### src/rtl/vram_pkg.sv
// vram_pkg: shared widths and controller states for the VRAM controller
package vram_pkg;
  localparam int VRAM_AW = 15;
  localparam int VRAM_DW = 32;
  typedef enum logic [2:0] {IDLE, VRD, CRD, CWR, FIN} state_t;
endpackage

### src/rtl/vram_req_latch.sv
// vram_req_latch: captures a request strobe and its payload until the arbiter services it
module vram_req_latch
  import vram_pkg::*;
#(
  parameter int W = VRAM_AW
) (
  input  logic         clk,
  input  logic         reset,
  input  logic         stb,
  input  logic         clr,
  input  logic [W-1:0] din,
  output logic         nxt_pend,
  output logic [W-1:0] nxt
);
  logic         pend;
  logic         acc;
  logic [W-1:0] held;
  always_comb begin
    acc      = stb && (!pend || clr);
    nxt_pend = acc || (pend && !clr);
    nxt      = acc ? din : held;
  end
  always_ff @(posedge clk) begin
    if (!reset) begin
      pend <= 1'b0;
      held <= '0;
    end else begin
      pend <= nxt_pend;
      held <= nxt;
    end
  end
endmodule

### src/rtl/vram_ctrl.sv
// vram_ctrl: arbitrates CPU and scanout accesses onto a single-ported synchronous SRAM
module vram_ctrl
  import vram_pkg::*;
#(
  parameter int ACCESS_CYCLES = 2
) (
  input  logic               clk,
  input  logic               reset,
  input  logic [VRAM_AW-1:0] cpu_addr,
  input  logic [VRAM_DW-1:0] cpu_wdata,
  input  logic               cpu_req,
  input  logic               cpu_write,
  output logic [VRAM_DW-1:0] cpu_rdata,
  output logic               cpu_ready,
  output logic               cpu_done,
  output logic               cpu_busy,
  input  logic [VRAM_AW-1:0] vid_addr,
  input  logic               vid_req,
  output logic [VRAM_DW-1:0] vid_data,
  output logic               vid_ready,
  output logic [VRAM_AW-1:0] sram_a,
  output logic [VRAM_DW-1:0] sram_do,
  input  logic [VRAM_DW-1:0] sram_di,
  output logic               sram_ce_n,
  output logic               sram_oe_n,
  output logic               sram_we_n
);
  localparam int CW = 1 + VRAM_AW + VRAM_DW;
  state_t             state;
  logic [3:0]         cnt;
  logic               last_vid;
  logic               cv;
  logic               vv;
  logic               go;
  logic               pick_v;
  logic               cw;
  logic [CW-1:0]      cpu_nxt;
  logic [VRAM_AW-1:0] ca;
  logic [VRAM_AW-1:0] va;
  logic [VRAM_DW-1:0] cd;
  vram_req_latch #(.W(CW)) u_cpu (
    .clk      (clk),
    .reset    (reset),
    .stb      (cpu_req || cpu_write),
    .clr      (cpu_ready || cpu_done),
    .din      ({cpu_write, cpu_addr, cpu_wdata}),
    .nxt_pend (cv),
    .nxt      (cpu_nxt)
  );
  vram_req_latch #(.W(VRAM_AW)) u_vid (
    .clk      (clk),
    .reset    (reset),
    .stb      (vid_req),
    .clr      (vid_ready),
    .din      (vid_addr),
    .nxt_pend (vv),
    .nxt      (va)
  );
  always_comb begin
    {cw, ca, cd} = cpu_nxt;
    go           = (state == IDLE || state == FIN) && (cv || vv);
    pick_v       = vv && !(last_vid && cv);
  end
  always_ff @(posedge clk) begin
    if (!reset) begin
      state     <= IDLE;
      cnt       <= 4'd0;
      last_vid  <= 1'b0;
      sram_a    <= '0;
      sram_do   <= '0;
      sram_ce_n <= 1'b1;
      sram_oe_n <= 1'b1;
      sram_we_n <= 1'b1;
      cpu_ready <= 1'b0;
      cpu_done  <= 1'b0;
      vid_ready <= 1'b0;
      cpu_busy  <= 1'b0;
      cpu_rdata <= '0;
      vid_data  <= '0;
    end else begin
      cpu_ready <= 1'b0;
      cpu_done  <= 1'b0;
      vid_ready <= 1'b0;
      cpu_busy  <= cv;
      if (go) begin
        cnt       <= 4'(ACCESS_CYCLES - 1);
        last_vid  <= pick_v;
        sram_ce_n <= 1'b0;
        sram_a    <= pick_v ? va : ca;
        if (pick_v) begin
          state     <= VRD;
          sram_oe_n <= 1'b0;
        end else if (cw) begin
          state     <= CWR;
          sram_do   <= cd;
          sram_we_n <= 1'b0;
        end else begin
          state     <= CRD;
          sram_oe_n <= 1'b0;
        end
      end else begin
        case (state)
          VRD, CRD, CWR: begin
            if (cnt == 4'd0) begin
              state     <= FIN;
              sram_ce_n <= 1'b1;
              sram_oe_n <= 1'b1;
              sram_we_n <= 1'b1;
              vid_ready <= state == VRD;
              cpu_ready <= state == CRD;
              cpu_done  <= state == CWR;
              if (state == VRD) vid_data <= sram_di;
              if (state == CRD) cpu_rdata <= sram_di;
            end else begin
              cnt <= cnt - 4'd1;
              // the last write cycle holds address and data with the strobe released
              if (cnt == 4'd1) sram_we_n <= 1'b1;
            end
          end
          FIN:     state <= IDLE;
          default: state <= IDLE;
        endcase
      end
    end
  end
endmodule

### config.mk
export PLATFORM = sky130hd
export DESIGN_NAME = vram_ctrl
export DESIGN_NICKNAME = d
export VERILOG_FILES = /design/src/rtl/vram_pkg.sv /design/src/rtl/vram_req_latch.sv /design/src/rtl/vram_ctrl.sv
export SDC_FILE = /design/constraint.sdc
export NUM_CORES = 1
export LEC_CHECK = 0
export BUFFER_PORTS_ARGS = -buffer_cell sky130_fd_sc_hd__buf_2
export CAP_MARGIN = 25
export CORE_AREA = 2 2 124 126
export DETAILED_ROUTE_END_ITERATION = 12
export DIE_AREA = 0 0 126 128
export GPL_TIMING_DRIVEN = 0
export PLACE_DENSITY = 0.73
export SYNTH_ARGS = -nofsm -noshare
export SYNTH_HDL_FRONTEND = slang
export SYNTH_SLANG_ARGS = --single-unit
### constraint.sdc
create_clock -name clk -period 2.7 [get_ports clk]
set_input_delay 0.135 -clock clk [delete_from_list [all_inputs] [get_ports clk]]
set_output_delay 0.135 -clock clk [all_outputs]
set_load 0.01 [all_outputs]
==> results of run 1 <==
## per-layer routing
metal	part of all wire	track usage	vias to the layer above
met1	0.43	0.302	3155
met4	0.034	0.109	0
met3	0.055	0.0580	55
met2	0.48	0.412	220
met5	0	0	-
li1	-	-	3317
## area by class of cell
cell class                 instances  area, um^2
antenna                            1        2.50
buffer                            58         297
clock buffer                      22         494
clock inverter                    10         110
fill                            1234        4950
inverter                          44         165
multi-input combinational        533        3010
sequential                       190        3800
tap                              188         235
timing repair buffer             287        1800
## how the worst max path moves through the flow
stage	slack [ps]	endpoint	cells after the start
floorplan	910	vid_data[10]$_SDFFE_PN0P_	8
global placement	710	cpu_rdata[28]$_SDFFE_PN0P_	8
detailed placement	660	cpu_rdata[17]$_SDFFE_PN0P_	8
CTS	630	cpu_rdata[17]$_SDFFE_PN0P_	8
global route	420	cpu_rdata[2]$_SDFFE_PN0P_	7
finish	630	cpu_rdata[24]$_SDFFE_PN0P_	8
## flip-flops by register name, indices dropped and copies added, names as in the netlist
register,cells
cnt,4
cpu_done,1
cpu_rdata,32
cpu_ready,1
last_vid,1
sram_a,15
sram_ce_n,1
sram_do,32
sram_oe_n,1
sram_we_n,1
state,3
u_cpu.held,48
u_cpu.pend,1
u_vid.held,15
u_vid.pend,1
vid_data,32
vid_ready,1
## worst min-delay path, delay by kind of cell
| kind | cells | cell delay (ps) |
|---|---|---|
| muxes | 1 | 90 |
| buffers and inverters | 1 | 100 |
| and+or+nand+nor | 1 | 60 |
## power groups by stage
| stage | Sequential (W) | Combinational, W | Clock (W) |
|---|---|---|---|
| finish | 0.00330 | 0.00180 | 0.00254 |
| global route | 0.00333 | 0.00198 | 0.00269 |
| CTS | 0.00329 | 0.00180 | 0.00258 |
| detailed placement | 0.00335 | 0.00170 | 0 |
| global placement | 0.00334 | 0.00168 | 0 |
| floorplan | 0.00345 | 0.000994 | 0 |
## layout by cell type (no fill, tap or decap), types with 2 or more instances in the layout
| cell | synthesis | layout |
|---|---|---|
| clkinv_4 | 0 | 2 |
| a21oi_1 | 86 | 86 |
| and2_1 | 12 | 12 |
| buf_6 | 5 | 5 |
| bufinv_16 | 0 | 2 |
| ha_1 | 3 | 3 |
| clkbuf_16 | 0 | 17 |
| clkbuf_1 | 30 | 30 |
| buf_2 | 18 | 233 |
| mux2_4 | 5 | 5 |
| o21ai_0 | 4 | 4 |
| dlygate4sd3_1 | 0 | 72 |
| inv_1 | 43 | 43 |
| clkbuf_8 | 0 | 5 |
| nor2_1 | 25 | 25 |
| dfxtp_1 | 190 | 190 |
| or2_2 | 2 | 2 |
| nand2_1 | 240 | 240 |
| buf_4 | 2 | 2 |
| buf_1 | 2 | 2 |
| a31oi_1 | 15 | 15 |
| mux2i_1 | 49 | 49 |
| clkinv_2 | 0 | 5 |
| nor3_1 | 6 | 6 |
| o221ai_1 | 15 | 15 |
| nand2b_1 | 3 | 3 |
| mux2_2 | 27 | 27 |
| nand3_1 | 18 | 18 |
## timing repair
item / in CTS / in global routing
gates resized for setup: 0 / 0
hold endpoints to repair: 104 / 0
hold buffers: 72 / 0
## per-stage QoR
step	util	instance area (um^2)	cells	hold slack, ps
after floorplan	-	7280	825	271
after global placement	0.578	8590	1228	373
after detailed placement	0.578	8590	1228	379
after CTS	0.667	9910	1332	5.29
after global routing	0.667	9920	1333	34.2
final	0.667	9920	1333	13.6
## logic make-up (layout without fill, tap and decap cells)
kind of cell / after synthesis / count (layout) / share of synthesized area
simple gates: 321 / 321 / 0.186
flops: 190 / 190 / 0.523
compound gates: 126 / 126 / 0.101
buf+inv: 102 / 421 / 0.0634
mux: 81 / 81 / 0.119
fa+ha+maj: 3 / 3 / 0.00516
xor+xnor: 2 / 2 / 0.00241
other cells: 0 / 1 / 0
==> flow_summary.ini, run 1 <==
[outcome]
status = complete, no violations

[synth]
netlist_area_mm2 = 0.00728
synthCells = 825
synth_seq_cells = 190
synthTopCellsByCount = nand2_1, dfxtp_1, a21oi_1
synth_most_common_cell = nand2_1
synth_edf_count = 0
yosysTopAreaCellShare = 0.523
ys_seq_area_frac = 0.523
ys_async_sr_fraction = 0
synth.distinct_cells = 47
avgSynthCellArea_um2 = 8.82
synth.area.top_cells = dfxtp_1, nand2_1, mux2i_1, a21oi_1, mux2_2
yosysWarningCount = 0
synth.largest_area_cell = dfxtp_1
synth_fp_nets = 927
ys.flop_type = dfxtp_1

[pwr]
vdd_drop_max_mv = 0.437
p_sw_frac = 0.299
switchingPower_w = 0.00229
p_seq_frac = 0.432
p_total_w = 0.00765
internal_power_w = 0.00536
powerDensity_mw_per_mm2 = 771
pwr-share-clk = 0.332
comb_power_share = 0.236
p_leak_nw = 4.78

[clock_network]
clock-sinks = 190
clk_pin_slew_ps = 70
cts_tree = yes
cts_setup_buffers = 0
clock_path_buffers = 2
clk_latency_ps = 430
numCtsBuffers = 17
h-tree-depth = 4
cts_root_buf = clkbuf_16

[worst_setup_path]
required_ps = 3050
rr_worst_depth = 8
worstSetupStartpointType = register
crit_slowest_cell = nor3b_2
slowest_delay_ps = 460
crit_path_start = cnt[0]$_SDFFE_PN0P_
crit_chain = inv_1, ha_1, nor3b_2, and2_0, clkbuf_1, buf_2, nand2_1, a21oi_1
criticalPathCategory = register to register
critPathBufInv = 3
crit_fanout = 10
r2r-start = cnt[0]$_SDFFE_PN0P_
cp-end-kind = register
cp.arrival_ps = 2420
rr_endpoint = cpu_rdata[24]$_SDFFE_PN0P_
critPathTopFamily = simple AND/OR/NAND/NOR gates
reg2reg_slack_ps = 630

[grt]
grt_pass1_wl_um = 31800
grt_overflow_total = 0
grt_max_degree = 17
grt_antenna_before_repair = 1
track_usage = 0.246
grt_pass1_vias = 6509

[timing]
finalWorstPathRequiredPeriod_ps = 2070
drv_slew = 0
fin_worst_skew_ps = 6.64
timing.final.crit_share = 0.767
final-hold-violation-count = 0
slew_headroom = 0.604
setup_slack_ps = 630
rsz0062_at_grt = no
worst_pin_slew_ps = 594
setup_viol = 0
fmax_ghz = 0.483
fin_tns_setup_ps = 0

[floorplan]
die_h_um = 128
dieArea_mm2 = 0.0161
placeableCoreArea_mm2 = 0.0149
die_w_um = 126
start_util = 0.490
num_rows = 45
io-pin-count = 217

[drt]
ant_nets = 0
wl_per_cell_um = 15.2
dr_total_vias = 6747
dr.pass1.iters = 5
vias_per_cell = 5.06
drt_iter0_drc = 290
wl_um = 20200
drc = 0

[run]
drv_cap = 0

[min_path]
worstHoldEndpoint = u_cpu.held[28]$_SDFF_PN0_
worstHoldPathCells = 3
min_path_type = primary input to register
min_from = cpu_wdata[28]

[finish]
area_growth_pct = 36.3
drive_gt1_frac = 0.277
nets = 1233

[placement]
gp_congestion = 0.800
dp_slack_ps = 663
port_buffers = 215
hpwl_um = 13900
No activity file was read; power rests on OpenSTA's default activity.
==> inputs of run 2 (changes only) <==
==> constraint.sdc (replaced) <==
create_clock -name clk -period 2.1 [get_ports clk]
set_input_delay 0.105 -clock clk [delete_from_list [all_inputs] [get_ports clk]]
set_output_delay 0.105 -clock clk [all_outputs]
set_load 0.01 [all_outputs]
==> run 2 against run 1 <==
Sequential power grew 29%. Largest power group unchanged. Highest routed layer unchanged. Power grew 29%. Die area is the same.
==> flow_summary.ini, run 2 (synthesized netlist as in run 1, its figures left out) <==
[min_path]
min_path_type = primary input to register
worstHoldEndpoint = u_cpu.held[4]$_SDFF_PN0_
min_from = cpu_wdata[4]
worstHoldPathCells = 4

[placement]
gp_congestion = 0.800
port_buffers = 215
hpwl_um = 13900
placed_area_mm2 = 0.00859
dp_slack_ps = 63.5

[clock_network]
numCtsBuffers = 17
clk_pin_slew_ps = 70
cts_tree = yes
cts_root_buf = clkbuf_16
clock-sinks = 190
clk_latency_ps = 430
h-tree-depth = 4
clock_path_buffers = 2

[grt]
grt_max_degree = 17
track_usage = 0.246
grt_antenna_before_repair = 1
grt_overflow_total = 0
grt_pass1_vias = 6518
grt_pass1_wl_um = 31800

[worst_setup_path]
cp-end-kind = register
rr_endpoint = vid_data[2]$_SDFFE_PN0P_
crit_slowest_cell = or3b_4
r2r-start = cnt[0]$_SDFFE_PN0P_
rr_worst_depth = 8
criticalPathCategory = register to register
crit_chain = inv_1, ha_1, or3b_4, or3_1, buf_2, buf_6, nand2_1, a21oi_1
worstSetupStartpointType = register
required_ps = 2400
crit_path_start = cnt[0]$_SDFFE_PN0P_
slowest_delay_ps = 410
reg2reg_slack_ps = 120
cp.arrival_ps = 2280
crit_fanout = 10

[drt]
dr.pass1.iters = 4
wl_per_cell_um = 15.2
dr_total_vias = 6750
vias_per_cell = 5.05
wl_um = 20300
drc = 0
drt_iter0_drc = 275
ant_nets = 0

[finish]
final_common_cell = nand2_1
regMostFlops = u_cpu.held
largest_register_ffs = 48
layout.cells.most_common_list = nand2_1, buf_2, dfxtp_1
final_area_mm2 = 0.00995
area_growth_pct = 36.8
fill_cells = 1232
drive_gt1_frac = 0.278
utilization = 0.670
nets = 1236

[timing]
slew_headroom = 0.607
timing.final.crit_share = 0.941
setup_viol = 0
setup_slack_ps = 124
fmax_ghz = 0.506
fin_worst_skew_ps = 8.76
finalWorstPathRequiredPeriod_ps = 1980
final-hold-violation-count = 0
drv_slew = 0
worst_pin_slew_ps = 590

[floorplan]
placeableCoreArea_mm2 = 0.0149
die_h_um = 128
dieArea_mm2 = 0.0161
start_util = 0.490
num_rows = 45
io-pin-count = 217
die_w_um = 126

[pwr]
comb_power_share = 0.240
internal_power_w = 0.00693
p_sw_frac = 0.299
p_leak_nw = 4.79
powerDensity_mw_per_mm2 = 993
pwr-share-clk = 0.331
vdd_drop_max_mv = 0.561
switchingPower_w = 0.00296
p_seq_frac = 0.429

[outcome]
status = complete, no violations

[run]
drv_cap = 0
## run 2: layer usage
layer  routed length (um)  track usage
met4                  737        0.114
met1                 8860        0.303
met3                 1030       0.0580
met5                    0            0
met2                 9640        0.409
## run 2: stage by stage
step	setup TNS [ps]	hold WS (ps)	std cells	total power (W)
CTS	0	25.8	1333	0.00986
global route	-94.5	31.1	1336	0.0103
floorplan	0	241	825	0.00571
detailed placement	0	349	1228	0.00650
global placement	0	343	1228	0.00646
finish	0	32.4	1336	0.00989
## run 2: power by group through the flow
| stage | Combinational (W) | Sequential (W) | Clock [W] |
|---|---|---|---|
| after global routing | 0.00260 | 0.00429 | 0.00346 |
| after detailed placement | 0.00219 | 0.00431 | 0 |
| after floorplan | 0.00128 | 0.00443 | 0 |
| after CTS | 0.00231 | 0.00423 | 0.00332 |
| after global placement | 0.00216 | 0.00430 | 0 |
| final | 0.00237 | 0.00425 | 0.00327 |
## run 2: final cells by class
type / count / area (um^2) / area share
flip-flops and latches: 190 / 3800 / 0.382
multi-input cells: 533 / 3020 / 0.304
repair buffers: 290 / 1820 / 0.183
clock buffers: 22 / 494 / 0.0497
plain buffers: 58 / 297 / 0.0298
well taps: 188 / 235 / 0.0236
inverters: 44 / 165 / 0.0166
clock inverters: 10 / 110 / 0.0111
diodes: 1 / 2.50 / 0.000251
## run 2: worst max path at each step
stage	to	slack, ps
floorplan	vid_data[10]$_SDFFE_PN0P_	310
global placement	cpu_rdata[28]$_SDFFE_PN0P_	110
detailed placement	cpu_rdata[17]$_SDFFE_PN0P_	60
CTS	cpu_rdata[17]$_SDFFE_PN0P_	30
global route	cpu_rdata[30]$_SDFFE_PN0P_	-20
finish	vid_data[2]$_SDFFE_PN0P_	120
## run 2: repair_timing
action	4_1_cts	5_1_grt
hold buffers	73	0
resized for setup	0	2
setup endpoints to repair	0	50
setup buffers	0	2
endpoints found under the hold margin	106	0
## run 2: critical path: cells and delay by family, from the launching register on
| kind | cells | cell delay [ps] |
|---|---|---|
| compound gates | 1 | 70 |
| fa+ha+maj | 1 | 180 |
| simple gates | 3 | 820 |
| buf+inv | 3 | 430 |
| flops | 1 | 350 |
